==> src/rtl/audio_addr_sequencer_if.sv <==
// Sample-memory read request channel: address with valid/ready handshake.
// The sequencer drives the master side; the memory read controller takes the slave side.
interface audio_addr_sequencer_if #(
  parameter int ADDR_W = 23
) ();
  logic [ADDR_W-1:0] addr_dat;
  logic              addr_vld;
  logic              addr_rdy;

  modport master (
    output addr_dat,
    output addr_vld,
    input  addr_rdy
  );

  modport slave (
    input  addr_dat,
    input  addr_vld,
    output addr_rdy
  );
endinterface

==> src/rtl/audio_addr_sequencer.sv <==
// Playback address stepper between runtime bounds; a tick yields a new request 1 cycle later.
// Address is held while addr_rdy is low; one tick is remembered and further ones flag overrun.
module audio_addr_sequencer #(
  parameter int ADDR_W = 23
) (
  input  logic                  i_clk,
  input  logic                  i_rst,
  input  logic                  i_tick,
  input  logic                  i_play,
  input  logic                  i_direction_flag,
  input  logic                  i_loop_en,
  input  logic                  i_restart,
  input  logic [ADDR_W-1:0]     i_start_addr,
  input  logic [ADDR_W-1:0]     i_end_addr,
  audio_addr_sequencer_if.master rd_if,
  output logic                  o_done,
  output logic                  o_wrapped,
  output logic                  o_overrun
);

  typedef enum logic [1:0] {
    S_IDLE    = 2'd0,
    S_REQ     = 2'd1,
    S_WAIT    = 2'd2,
    S_STOPPED = 2'd3
  } state_t;

  state_t            r_state;
  logic [ADDR_W-1:0] r_addr;
  logic [ADDR_W-1:0] r_lo;
  logic [ADDR_W-1:0] r_hi;
  logic              r_pending;
  logic              r_restart_pend;
  logic              r_done;
  logic              r_wrapped;
  logic              r_overrun;

  state_t            w_state_nxt;
  logic [ADDR_W-1:0] w_addr_nxt;
  logic [ADDR_W-1:0] w_lo_nxt;
  logic [ADDR_W-1:0] w_hi_nxt;
  logic              w_pending_nxt;
  logic              w_restart_pend_nxt;
  logic              w_done_nxt;
  logic              w_wrapped_nxt;
  logic              w_overrun_nxt;

  logic              w_load;
  logic              w_do_step;
  logic [ADDR_W-1:0] w_load_lo;
  logic [ADDR_W-1:0] w_load_hi;
  logic [ADDR_W-1:0] w_load_pt;
  logic [ADDR_W-1:0] w_step_addr;
  logic              w_step_wrap;
  logic              w_step_stop;

  // Inverted bounds collapse to a single-address window at start_addr.
  assign w_load_lo = i_start_addr;
  assign w_load_hi = (i_start_addr > i_end_addr) ? i_start_addr : i_end_addr;
  assign w_load_pt = i_direction_flag ? w_load_lo : w_load_hi;

  always_comb begin
    w_step_addr = r_addr;
    w_step_wrap = 1'b0;
    w_step_stop = 1'b0;
    if (i_direction_flag) begin
      if (r_addr < r_hi) begin
        w_step_addr = r_addr + ADDR_W'(1);
      end else if (i_loop_en) begin
        w_step_addr = r_lo;
        w_step_wrap = 1'b1;
      end else begin
        w_step_stop = 1'b1;
      end
    end else begin
      if (r_addr > r_lo) begin
        w_step_addr = r_addr - ADDR_W'(1);
      end else if (i_loop_en) begin
        w_step_addr = r_hi;
        w_step_wrap = 1'b1;
      end else begin
        w_step_stop = 1'b1;
      end
    end
  end

  always_comb begin
    w_state_nxt        = r_state;
    w_addr_nxt         = r_addr;
    w_lo_nxt           = r_lo;
    w_hi_nxt           = r_hi;
    w_pending_nxt      = r_pending;
    w_restart_pend_nxt = r_restart_pend;
    w_done_nxt         = 1'b0;
    w_wrapped_nxt      = 1'b0;
    w_overrun_nxt      = 1'b0;
    w_load             = 1'b0;
    w_do_step          = 1'b0;

    case (r_state)
      S_IDLE: begin
        if (i_play) w_load = 1'b1;
      end
      S_REQ: begin
        if (i_tick) begin
          w_pending_nxt = 1'b1;
          if (r_pending) w_overrun_nxt = 1'b1;
        end
        if (i_restart) w_restart_pend_nxt = 1'b1;
        if (rd_if.addr_rdy) begin
          // A tick landing on the accept cycle is served immediately rather than queued.
          if (r_restart_pend || i_restart) begin
            w_load = 1'b1;
          end else if (r_pending || i_tick) begin
            w_do_step = 1'b1;
          end else begin
            w_state_nxt = S_WAIT;
          end
        end
      end
      S_WAIT: begin
        if (i_restart) begin
          w_load = 1'b1;
        end else if (i_play && i_tick) begin
          w_do_step = 1'b1;
        end
      end
      S_STOPPED: begin
        if (i_restart) begin
          w_load = 1'b1;
        end else if (!i_play) begin
          w_state_nxt = S_IDLE;
        end
      end
      default: w_state_nxt = S_IDLE;
    endcase

    if (w_load) begin
      w_lo_nxt           = w_load_lo;
      w_hi_nxt           = w_load_hi;
      w_addr_nxt         = w_load_pt;
      w_pending_nxt      = 1'b0;
      w_restart_pend_nxt = 1'b0;
      w_state_nxt        = S_REQ;
    end else if (w_do_step) begin
      w_pending_nxt      = 1'b0;
      w_restart_pend_nxt = 1'b0;
      w_addr_nxt         = w_step_addr;
      if (w_step_stop) begin
        w_done_nxt  = 1'b1;
        w_state_nxt = S_STOPPED;
      end else begin
        w_wrapped_nxt = w_step_wrap;
        w_state_nxt   = S_REQ;
      end
    end
  end

  always_ff @(posedge i_clk) begin
    if (i_rst) begin
      r_state        <= S_IDLE;
      r_addr         <= '0;
      r_lo           <= '0;
      r_hi           <= '0;
      r_pending      <= 1'b0;
      r_restart_pend <= 1'b0;
      r_done         <= 1'b0;
      r_wrapped      <= 1'b0;
      r_overrun      <= 1'b0;
    end else begin
      r_state        <= w_state_nxt;
      r_addr         <= w_addr_nxt;
      r_lo           <= w_lo_nxt;
      r_hi           <= w_hi_nxt;
      r_pending      <= w_pending_nxt;
      r_restart_pend <= w_restart_pend_nxt;
      r_done         <= w_done_nxt;
      r_wrapped      <= w_wrapped_nxt;
      r_overrun      <= w_overrun_nxt;
    end
  end

  assign rd_if.addr_dat = r_addr;
  assign rd_if.addr_vld = (r_state == S_REQ);
  assign o_done         = r_done;
  assign o_wrapped      = r_wrapped;
  assign o_overrun      = r_overrun;

endmodule

==> src/flat_wrapper.sv <==
// flat-port wrapper written by rule: the top's interface ports become plain ports
module audio_addr_sequencer_flat 
#(
  parameter int ADDR_W = 23
)
  (i_clk, i_rst, i_tick, i_play, i_direction_flag, i_loop_en, i_restart, i_start_addr, i_end_addr, o_done, o_wrapped, o_overrun, rd_if_addr_dat, rd_if_addr_vld, rd_if_addr_rdy);
  audio_addr_sequencer_if #(.ADDR_W(ADDR_W)) rd_if_i ();
  input  logic i_clk;
  input  logic i_rst;
  input  logic i_tick;
  input  logic i_play;
  input  logic i_direction_flag;
  input  logic i_loop_en;
  input  logic i_restart;
  input  logic [ADDR_W-1:0] i_start_addr;
  input  logic [ADDR_W-1:0] i_end_addr;
  output logic o_done;
  output logic o_wrapped;
  output logic o_overrun;
  output wire logic [$bits(rd_if_i.addr_dat)-1:0] rd_if_addr_dat;
  output wire logic [$bits(rd_if_i.addr_vld)-1:0] rd_if_addr_vld;
  input wire logic [$bits(rd_if_i.addr_rdy)-1:0] rd_if_addr_rdy;
  assign rd_if_addr_dat = rd_if_i.addr_dat;
  assign rd_if_addr_vld = rd_if_i.addr_vld;
  assign rd_if_i.addr_rdy = rd_if_addr_rdy;
  audio_addr_sequencer #(.ADDR_W(ADDR_W)) u_core (.i_clk(i_clk), .i_rst(i_rst), .i_tick(i_tick), .i_play(i_play), .i_direction_flag(i_direction_flag), .i_loop_en(i_loop_en), .i_restart(i_restart), .i_start_addr(i_start_addr), .i_end_addr(i_end_addr), .rd_if(rd_if_i), .o_done(o_done), .o_wrapped(o_wrapped), .o_overrun(o_overrun));
endmodule
==> config.mk <==
export PLATFORM = sky130hd
export DESIGN_NAME = audio_addr_sequencer_flat
export DESIGN_NICKNAME = d
export VERILOG_FILES = /design/src/rtl/audio_addr_sequencer_if.sv /design/src/rtl/audio_addr_sequencer.sv /design/src/flat_wrapper.sv
export SDC_FILE = /design/constraint.sdc
export NUM_CORES = 1
export LEC_CHECK = 0
export BUFFER_PORTS_ARGS = -buffer_cell sky130_fd_sc_hd__buf_2
export CAP_MARGIN = 20
export CORE_AREA = 2 2 114 116
export DETAILED_ROUTE_END_ITERATION = 6
export DIE_AREA = 0 0 116 118
export PLACE_DENSITY = 0.85
export SKIP_CTS_REPAIR_TIMING = 1
export SLEW_MARGIN = 40
export SYNTH_ARGS = -nofsm -noshare
export SYNTH_HDL_FRONTEND = slang
export SYNTH_SLANG_ARGS = --single-unit
export TNS_END_PERCENT = 50
==> constraint.sdc <==
create_clock -name i_clk -period 3.85 [get_ports i_clk]
set_clock_uncertainty 0.05 [all_clocks]
set_input_delay 0.5775 -clock i_clk [delete_from_list [all_inputs] [get_ports i_clk]]
set_output_delay 0.5775 -clock i_clk [all_outputs]
set_load 0.03 [all_outputs]
Yosys cells after proc, flatten, opt, wreduce, memory -nomap -nowiden
Index checks and enable logic that the tools add are counted.
{ "totals": {"regBits": 76, "latchBits": 0, "ram_bits": 0, "rom_bits": 0, "in_bits": 54, "output_inout_bits": 27, "word_cells": 90, "memories": 0} }
{ "op_classes": {"add_sub_neg": 2, "multipliers": 0, "div_mod_pow": 0, "order_cmp": 3, "eq_ne": 14, "n_shift": 0, "n_mux": 39, "n_bitwise": 3, "n_reduce_logical": 19} }
{ "ops": {"columns": ["operator", "count"], "rows": [
  ["$mux 23", 9],
  ["$gt 23x23->1", 2],
  ["$add 23x1->23 const B", 1],
  ["$lt 23x23->1", 1],
  ["$sub 23x1->23 const B", 1],
  ["$mux 1", 20],
  ["$ne 4x2->1 const B", 4],
  ["$mux 2", 7],
  ["$ne 3x2->1 const B", 4],
  ["$reduce_and 6->1", 2],
  ["$reduce_or 3->1", 3],
  ["$ne 4x1->1 const B", 2],
  ["$reduce_bool 4->1", 2],
  ["$eq 2x2->1 const B", 2],
  ["$pmux 2 s2", 1],
  ["$reduce_and 2->1", 2],
  ["$reduce_or 2->1", 2],
  ["$reduce_or 4->1", 1],
  ["$ne 3x1->1 const B", 1],
  ["$not 1->1", 3],
  ["$pmux 1 s3", 1],
  ["$reduce_and 3->1", 1],
  ["$reduce_bool 3->1", 1],
  ["$eq 2x1->1 const B", 1],
  ["5 further kinds", 6]
]} }

Longest topological paths before layout
Gate-level depths: netlist (run 1).
{ "logic_depth": {"ltp_word": 7, "ltp_mapped": 15, "ltp_nobuf": 11} }

Least setup slack after synthesis (run 1)
OpenSTA, ideal clock, no wires.
{ "synth_path": {"path_type": "reg-to-reg", "from": "reg u_core.r_addr[10], in the netlist u_core.rd_if.addr_dat[10]", "to": "reg u_core.r_addr[16], in the netlist u_core.rd_if.addr_dat[16]", "setup_time_ps": 86, "arrival_time_ps": 2901, "required_ps": 3714, "slack_ps": 813, "stages_incl_launch_ff": 14, "n_path_buf": 3, "synth_period_minus_slack_ps": 3037, "path_cell_list": "dfxtp_1 -> ha_1 -> and2_0 -> a221o_1 -> a21oi_1 -> and4b_1 -> buf_2 -> and2_1 -> buf_2 -> buf_2 -> nor2_1 -> o221ai_1 -> o21ai_0 -> a211oi_1"} }
{ "synth_between": {"elab_chain_len": 5, "elab_cells_between_ends": 12, "cone_classes": "add/sub: 2; order compare: 2; eq/ne: 1; mux: 5; reduce/logical: 2"} }
{ "synth_lines": {"columns": ["element", "line_no", "source"], "rows": [
  ["start, declared", "audio_addr_sequencer.sv:29", "logic [ADDR_W-1:0] r_addr;"],
  ["start signal, assigned", "audio_addr_sequencer.sv:172", "r_addr <= w_addr_nxt;"],
  ["$sub 23x1->23, or another cell as far along", "audio_addr_sequencer.sv:77", "w_step_addr = r_addr - ADDR_W'(1);"],
  ["$mux 23, on equally long branches", "audio_addr_sequencer.sv:76, audio_addr_sequencer.sv:67", null],
  ["$mux 23", "audio_addr_sequencer.sv:66", "if (i_direction_flag) begin"],
  ["$mux 23", "audio_addr_sequencer.sv:145", "end else if (w_do_step) begin"],
  ["$mux 23", "audio_addr_sequencer.sv:138", "if (w_load) begin"]
]} }
Several ways; a longest one is shown, not always the timed one. The select of a mux whose other input is x is not followed.
A chain may end at the register's enable or synchronous reset.

Final worst setup path (run 1)
{ "layout_path": {"from": "reg u_core.r_hi[10]", "to": "reg u_core.r_addr[2], in the netlist u_core.rd_if.addr_dat[2]"} }
{ "layout_between": {"elab_chain_len": 5, "elab_cells_between_ends": 7, "cone_classes": "order compare: 1; eq/ne: 1; mux: 4; reduce/logical: 1"} }
{ "layout_lines": {"columns": ["element", "line_no", "source"], "rows": [
  ["start, declared", "audio_addr_sequencer.sv:31", "logic [ADDR_W-1:0] r_hi;"],
  ["start signal, assigned", "audio_addr_sequencer.sv:174", "r_hi <= w_hi_nxt;"],
  ["$lt 23x23->1 (*)", "audio_addr_sequencer.sv:67", "if (r_addr < r_hi) begin"],
  ["$mux 23", "audio_addr_sequencer.sv:67", null],
  ["$mux 23", "audio_addr_sequencer.sv:66", null],
  ["$mux 23", "audio_addr_sequencer.sv:145", null],
  ["$mux 23", "audio_addr_sequencer.sv:138", null]
]} }
Every way passes the cells marked *; elsewhere a longest branch is shown, timed or not. The select of a mux whose other input is x is not followed.

==> out/qor.tcl, run 1 <==
set qor(met3_wirelength_um) 2670
set qor(synth-edff-count) 0
set qor(cap_viol_max_count) 0
set qor(cts-root-buf) {sky130_fd_sc_hd__clkbuf_16}
set qor(post-place-ws_ps) 484
set qor(period_needed_ps) 3440
set qor(vdd.ir_drop.worst_uv) 251
set qor(report.final.setup_viol) 0
set qor(hold_path_class) {in2reg}
set qor(pin_count) 81
set qor(transition_time_at_the_pin_with_the_least_slew_margin_ps) 794
set qor(synthCells) 871
set qor(post_route_antenna_net_violation_count) 0
set qor(cts-buffers-inserted) 9
set qor(worstSetupEndpoint) {u_core.rd_if.addr_dat[2]$_SDFFE_PP0P_}
set qor(capture_instance_of_the_worst_register_to_register_path) {u_core.rd_if.addr_dat[2]$_SDFFE_PP0P_}
set qor(dieArea_um2) 13700
set qor(fp-row-count) 41
set qor(total_power_mw) 3.81
set qor(route.final.wire_length_um) 21000
set qor(worst_path_required_time_ps) 4050
set qor(wl_met1_um) 8690
set qor(portion_of_the_clock_cycle_consumed_by_the_worst_path_in_the_final_layout_pct) 89.4
set qor(r2r_slack_ps) 410
set qor(synthesis.area_per_instance_um2) 7.69
set qor(grt_setup_unrepaired) {no}
set qor(cts_num_sinks) 76
set qor(cellLeakagePower_nw) 3.43
set qor(hold_viol_final) 0
set qor(first_global_vias) 6403
set qor(drive_above_1_share_pct) 17.4
set qor(cts_h_tree_depth) 3
set qor(post_drt_wl_per_cell_um) 18.9
set qor(synthesis.yosys.warnings) 0
set qor(design_area_um2) 7610
set qor(post_drt_via_cell_ratio) 6.28
set qor(layout.nets) 1058
set qor(cp-startpoint) {u_core.r_hi[10]$_SDFFE_PP0N_}
set qor(power_density_nw_per_um2) 500
set qor(fin_setup_tns_ps) 0
set qor(cts_tree) {done}
set qor(drt_first_pass_iters) 6
set qor(endpoint_kind) {register}
set qor(floorplan.die.width_um) 116
set qor(grt_pass1_wl_um) 33400
set qor(areaGrowthSynthToFinish_pct) 13.6
set qor(grt_max_degree) 72
set qor(placed_cell_area_um2) 7260
set qor(timing.rr.start) {u_core.r_hi[10]$_SDFFE_PP0N_}
set qor(routed-wl-met2_um) 9020
set qor(yosys_register_bits) 76
set qor(grt_antenna_before_repair) 0
set qor(final_max_slew_viol_count) 0
set qor(synth_nets) 999
set qor(route.detailed.drc) 0
set qor(worst-setup-path-type) {reg2reg}
set qor(globalplace.congestion) 0.958
set qor(cts.reportedPaths.clkPinSlew_ps) 60
set qor(clock_insertion_delay_worst_skew_ps) 340
set qor(start_util_pct) 54.0
set qor(yosysSeqAreaShare_pct) 22.7
set qor(highest_layer) {met4}
set qor(yosys_most_used_dff) {sky130_fd_sc_hd__dfxtp_1}
set qor(run_status) {finished clean}
set qor(gr-total-overflow) 0
set qor(core_area_um2) 12400
set qor(cts-root-to-sink-buffers) 2
set qor(setup_ws_ps) 407
set qor(num-fill-cells) 1076
set qor(dr_total_vias) 6949
set qor(dp.final_hpwl_um) 15100
set qor(timing.critical_path.arrival_ps) 3640
set qor(clock.fmax_mhz) 290
set qor(reg2reg_depth) 12
set qor(detail_route.iter0.violations) 1053
set qor(area_of_the_mapped_netlist_um2) 6700
set qor(port_buffers) 80
set qor(grt_use_total_pct) 30.6
set qor(chipHeight_um) 118
set qor(critical_path_peak_fanout) 32
set qor(worstSetupStartpointType) {register}
set qor(max-slew-margin-rel_pct) 47.1
set qor(ys_async_sr_fraction_pct) 0
set qor(diodes) 0
set qor(synth.lib_cells_used.distinct) 69
[final cells by class]
cell class	instances	area [um^2]	share of cell area, %
clock buffers	11	243	3.19
multi-input cells	661	4620	60.7
repair buffers	108	623	8.19
inverters	74	278	3.65
clock inverters	5	108	1.41
well taps	172	215	2.83
flip-flops and latches	76	1520	20.0
[how the worst min path moves through the flow]
stage	from	cells after the start	slack [ps]	to
final	i_loop_en	2	400	u_core.o_done$_SDFF_PP0_
after global routing	i_loop_en	2	430	u_core.o_done$_SDFF_PP0_
after CTS	i_loop_en	2	400	u_core.o_done$_SDFF_PP0_
after detailed placement	u_core.r_lo[20]$_SDFFE_PP0N_	2	400	u_core.r_lo[20]$_SDFFE_PP0N_
after global placement	u_core.r_lo[1]$_SDFFE_PP0N_	2	390	u_core.r_lo[1]$_SDFFE_PP0N_
after floorplan	u_core.r_lo[10]$_SDFFE_PP0N_	2	380	u_core.r_lo[10]$_SDFFE_PP0N_
[synth_stat cells, types with 19 or more instances]
library cell	instances	share of area (%)
sky130_fd_sc_hd__nand2_1	97	5.4
sky130_fd_sc_hd__ha_1	74	14
sky130_fd_sc_hd__dfxtp_1	76	23
sky130_fd_sc_hd__mux2_2	19	3.2
sky130_fd_sc_hd__o21ai_0	28	2.1
sky130_fd_sc_hd__a211oi_1	40	4.5
sky130_fd_sc_hd__nand3_1	22	1.6
sky130_fd_sc_hd__inv_1	74	4.1
sky130_fd_sc_hd__clkbuf_1	33	1.8
sky130_fd_sc_hd__xor2_1	21	2.7
sky130_fd_sc_hd__nor2_1	72	4.0
sky130_fd_sc_hd__a21oi_1	90	6.7
sky130_fd_sc_hd__mux2i_1	33	4.9
[metrics by stage]
stage                     std cells  utilization [%]  hold WS (ps)
final                          1107             61.3           400
after global routing           1107             61.3           431
after CTS                      1107             61.3           403
after detailed placement       1091             58.5           396
after global placement         1091             58.5           390
after floorplan                 871                -           382
[flip-flops by register name, indices dropped and copies added (netlist names)]
name	cells
u_core.r_hi	23
u_core.r_lo	23
u_core.rd_if.addr_dat	23
u_core.r_state	2
u_core.o_done	1
u_core.o_overrun	1
u_core.o_wrapped	1
u_core.r_pending	1
u_core.r_restart_pend	1
[logic make-up after synthesis]
family | count (synthesis) | synth area share, %
AOI/OAI and AO/OA | 230 | 22.3
xor gates and xnor gates | 39 | 5.10
DFF | 76 | 22.7
and+or+nand+nor | 266 | 19.5
muxes | 52 | 8.12
buffers and inverters | 134 | 8.44
adders and majority gates | 74 | 13.8
[critical path: stages, from the launching register on]
cell                       delay [ps]
sky130_fd_sc_hd__dfxtp_1          390
sky130_fd_sc_hd__inv_1             60
sky130_fd_sc_hd__ha_1             310
sky130_fd_sc_hd__and2_0           200
sky130_fd_sc_hd__a221o_1          310
sky130_fd_sc_hd__a21oi_1          210
sky130_fd_sc_hd__and4b_1          520
sky130_fd_sc_hd__and2_1           240
sky130_fd_sc_hd__buf_12           210
sky130_fd_sc_hd__nor2_1            60
sky130_fd_sc_hd__a211oi_1         390
sky130_fd_sc_hd__o22ai_1          160
sky130_fd_sc_hd__a211oi_1         240
[routing by layer]
metal	GRT usage [%]	vias to the layer above
met2	45.1	479
met4	10.6	0
met1	44.7	3188
met3	5.20	65
li1	-	3217
met5	0	-
[layout by cell type, fill, tap and decap left out, types with 3 or more instances in the layout]
cell / synthesis / layout
sky130_fd_sc_hd__nand2_1: 97 / 97
sky130_fd_sc_hd__a21oi_1: 90 / 89
sky130_fd_sc_hd__buf_2: 17 / 80
sky130_fd_sc_hd__dfxtp_1: 76 / 76
sky130_fd_sc_hd__inv_1: 74 / 74
sky130_fd_sc_hd__ha_1: 74 / 74
sky130_fd_sc_hd__nor2_1: 72 / 72
sky130_fd_sc_hd__a211oi_1: 40 / 40
sky130_fd_sc_hd__mux2i_1: 33 / 33
sky130_fd_sc_hd__o21ai_0: 28 / 28
sky130_fd_sc_hd__buf_4: 3 / 27
sky130_fd_sc_hd__nand3_1: 22 / 22
sky130_fd_sc_hd__xor2_1: 21 / 21
sky130_fd_sc_hd__mux2_2: 19 / 19
sky130_fd_sc_hd__xnor2_1: 18 / 18
sky130_fd_sc_hd__o211ai_1: 13 / 13
sky130_fd_sc_hd__nand4_1: 13 / 13
sky130_fd_sc_hd__nor3_1: 13 / 13
sky130_fd_sc_hd__and3_1: 9 / 9
sky130_fd_sc_hd__clkbuf_16: 0 / 9
sky130_fd_sc_hd__a21o_1: 9 / 8
sky130_fd_sc_hd__o22ai_1: 8 / 8
sky130_fd_sc_hd__and4_1: 7 / 7
sky130_fd_sc_hd__a22oi_1: 6 / 6
sky130_fd_sc_hd__or4_1: 4 / 4
sky130_fd_sc_hd__nand2b_1: 3 / 3
sky130_fd_sc_hd__o31ai_1: 3 / 3
sky130_fd_sc_hd__a221oi_1: 3 / 3
sky130_fd_sc_hd__nor4_1: 3 / 3
sky130_fd_sc_hd__o221ai_1: 3 / 3
sky130_fd_sc_hd__a211o_1: 3 / 3
sky130_fd_sc_hd__bufinv_16: 0 / 3
[report_power, final]
group	switching [mW]	leakage (nW)	internal, mW
Sequential	0.131	0.626	0.878
Combinational	1.11	2.64	0.689
Clock	0.350	0.170	0.655
Total	1.59	3.43	2.22
Note: power is estimated with default switching activity, not from simulation.
==> run 2, diff against run 1 <==
--- a/config.mk
+++ b/config.mk
@@ -10,7 +10,9 @@
 export CORE_AREA = 2 2 114 116
 export DETAILED_ROUTE_END_ITERATION = 6
 export DIE_AREA = 0 0 116 118
+export GPL_ROUTABILITY_DRIVEN = 0
 export PLACE_DENSITY = 0.85
+export RECOVER_POWER = 25
 export SKIP_CTS_REPAIR_TIMING = 1
 export SLEW_MARGIN = 40
 export SYNTH_ARGS = -nofsm -noshare
==> run 2 against run 1 <==
Die area did not move. Sequential cell count unchanged. Clock-buffer cell count stayed put. Sequential power hardly changed. Utilization down 0.92 points. Maximum frequency up 5.3%. Clock power is 21% lower. Non-clock buffer count is 2 higher.
==> out/qor.tcl, run 2 (synthesis results as in run 1) <==
set qor(run_status) {finished clean}
set qor(final_max_slew_viol_count) 0 ;# unchanged
set qor(cellLeakagePower_nw) 3.30 ;# -3.9%
set qor(report.final.setup_viol) 0 ;# unchanged
set qor(gr-total-overflow) 0 ;# unchanged
set qor(grt_pass1_wl_um) 32700 ;# -2.1%
set qor(diodes) 0 ;# unchanged
set qor(worst_path_required_time_ps) 4040 ;# about the same
set qor(cts.reportedPaths.clkPinSlew_ps) 60 ;# about the same
set qor(cts-root-buf) {sky130_fd_sc_hd__clkbuf_16}
set qor(worst-setup-path-type) {reg2reg}
set qor(cts-root-to-sink-buffers) 2 ;# unchanged
set qor(capture_instance_of_the_worst_register_to_register_path) {u_core.rd_if.addr_dat[6]$_SDFFE_PP0P_}
set qor(grt_setup_unrepaired) {no}
set qor(post_route_antenna_net_violation_count) 0 ;# unchanged
set qor(design_area_um2) 7500 ;# -1.5%
set qor(placed_cell_area_um2) 7260 ;# about the same
set qor(hold_viol_final) 0 ;# unchanged
set qor(vdd.ir_drop.worst_uv) 254 ;# +1.5%
set qor(route.final.wire_length_um) 20200 ;# -3.7%
set qor(num-fill-cells) 1112 ;# +3.3%
set qor(timing.rr.start) {u_core.rd_if.addr_dat[18]$_SDFFE_PP0P_}
set qor(layout.nets) 1060 ;# +0.19%
set qor(clock_insertion_delay_worst_skew_ps) 350 ;# about the same
set qor(core_area_um2) 12400 ;# unchanged
set qor(portion_of_the_clock_cycle_consumed_by_the_worst_path_in_the_final_layout_pct) 84.9 ;# -4.5 points
set qor(dieArea_um2) 13700 ;# unchanged
set qor(post_drt_via_cell_ratio) 6.26 ;# -0.31%
set qor(r2r_slack_ps) 580 ;# +170 ps
set qor(cp-startpoint) {u_core.rd_if.addr_dat[18]$_SDFFE_PP0P_}
set qor(detail_route.iter0.violations) 988 ;# -6.2%
set qor(cts_h_tree_depth) 3 ;# unchanged
set qor(first_global_vias) 6369 ;# -0.53%
set qor(route.detailed.drc) 0 ;# unchanged
set qor(post_drt_wl_per_cell_um) 18.2 ;# -3.9%
set qor(postLayoutCoreUtil_pct) 60.4 ;# -0.92 points
set qor(layout.cells.most_common) {sky130_fd_sc_hd__nand2_1}
set qor(timing.critical_path.arrival_ps) 3460 ;# -180 ps
set qor(pin_count) 81 ;# unchanged
set qor(grt.met2_usage_pct) 43.5 ;# -1.6 points
set qor(max-slew-margin-rel_pct) 35.6 ;# -12 points
set qor(endpoint_kind) {register}
set qor(grt_max_degree) 58 ;# -19%
set qor(worstSetupStartpointType) {register}
set qor(reg2reg_depth) 11 ;# -1
set qor(period_needed_ps) 3270 ;# -173 ps
set qor(critical_path_peak_fanout) 6 ;# -81%
set qor(cts_tree) {done}
set qor(finish.cell_count_without_fillers) 1109 ;# +0.18%
set qor(global_routing_met1_resource_utilization_pct) 43.9 ;# -0.78 points
set qor(power_density_nw_per_um2) 475 ;# -5.1%
set qor(grt_use_total_pct) 29.8 ;# -0.74 points
set qor(grtUsageMet3_pct) 5.25 ;# +0.051 points
set qor(grt_antenna_before_repair) 0 ;# unchanged
set qor(drive_above_1_share_pct) 14.8 ;# -2.6 points
set qor(dr_total_vias) 6940 ;# -0.13%
set qor(port_buffers) 80 ;# unchanged
set qor(fin_hold_ws_ps) 407 ;# +7.06 ps
set qor(grt_most_used_layer) {met1}
set qor(worstSetupEndpoint) {u_core.rd_if.addr_dat[6]$_SDFFE_PP0P_}
set qor(cts-buffers-inserted) 9 ;# unchanged
set qor(total_power_mw) 3.56 ;# -6.5%
set qor(layout_common_cells) {97 x sky130_fd_sc_hd__nand2_1, 89 x sky130_fd_sc_hd__a21oi_1, 76 x sky130_fd_sc_hd__dfxtp_1}
set qor(fp-row-count) 41 ;# unchanged
set qor(cap_viol_max_count) 0 ;# unchanged
set qor(fin_setup_tns_ps) 0 ;# unchanged
set qor(transition_time_at_the_pin_with_the_least_slew_margin_ps) 966 ;# +173 ps
set qor(clock.fmax_mhz) 306 ;# +5.3%
set qor(areaGrowthSynthToFinish_pct) 11.9
set qor(dpl.cell_count) 1093 ;# +0.18%
set qor(drt_first_pass_iters) 6 ;# unchanged
set qor(cts_num_sinks) 76 ;# unchanged
set qor(dp.final_hpwl_um) 15200 ;# +0.57%
set qor(floorplan.die.width_um) 116 ;# unchanged
set qor(chipHeight_um) 118 ;# unchanged
set qor(setup_ws_ps) 580 ;# +173 ps
set qor(start_util_pct) 54.0 ;# unchanged
set qor(post-place-ws_ps) 483 ;# -0.365 ps
set qor(hold_path_class) {reg2reg}
==> run 2: changes by cell type in the layout (fill, tap and decap cells not counted), sizes merged <==
cell,delta
buf,-23
clkinvlp,+1
clkbuf,+25
bufinv,-3
inv,+1
clkinv,+1
==> run 2: cell type report <==
type	instances	area, um^2	area share (%)
tap	172	215	2.87
clock inverter	5	35.0	0.467
clock buffer	11	233	3.10
inverter	74	278	3.70
multi-input combinational	661	4620	61.7
sequential	76	1520	20.3
timing repair buffer	110	592	7.89
==> run 2: power by group <==
| group | total, mW | switching, mW | internal, mW |
|---|---|---|---|
| clock network | 0.794 | 0.354 | 0.439 |
| logic | 1.76 | 1.08 | 0.684 |
| registers | 1.00 | 0.127 | 0.878 |
| total | 3.56 | 1.56 | 2.00 |
==> run 2: worst min path at each step <==
stage                                       startpoint                      endpoint  slack [ps]  cells past startpoint
after floorplan           u_core.r_lo[10]$_SDFFE_PP0N_  u_core.r_lo[10]$_SDFFE_PP0N_         380                      2
after global placement    u_core.r_lo[20]$_SDFFE_PP0N_  u_core.r_lo[20]$_SDFFE_PP0N_         390                      2
after detailed placement  u_core.r_lo[17]$_SDFFE_PP0N_  u_core.r_lo[17]$_SDFFE_PP0N_         400                      2
after CTS                  u_core.r_lo[3]$_SDFFE_PP0N_   u_core.r_lo[3]$_SDFFE_PP0N_         410                      2
after global routing                         i_loop_en      u_core.o_done$_SDFF_PP0_         430                      2
final                      u_core.r_lo[3]$_SDFFE_PP0N_   u_core.r_lo[3]$_SDFFE_PP0N_         410                      2
==> run 2: critical path, cell delays in order (launching register included) <==
cell and delay [ps]:
sky130_fd_sc_hd__dfxtp_1 360, sky130_fd_sc_hd__buf_4 180, sky130_fd_sc_hd__ha_1 310, sky130_fd_sc_hd__nand3_1 130, sky130_fd_sc_hd__nor3_4 190, sky130_fd_sc_hd__nand2_2 110
sky130_fd_sc_hd__o311a_4 430, sky130_fd_sc_hd__a211oi_4 410, sky130_fd_sc_hd__o21ai_2 150, sky130_fd_sc_hd__nor2_1 360, sky130_fd_sc_hd__nand2_1 230, sky130_fd_sc_hd__o22ai_1 260
==> run 2: layer usage <==
layer  routed length, um  up-vias
met2                8580      461
met4                 651        0
met5                   0        -
met3                2510       70
met1                8450     3174
li1                    -     3235
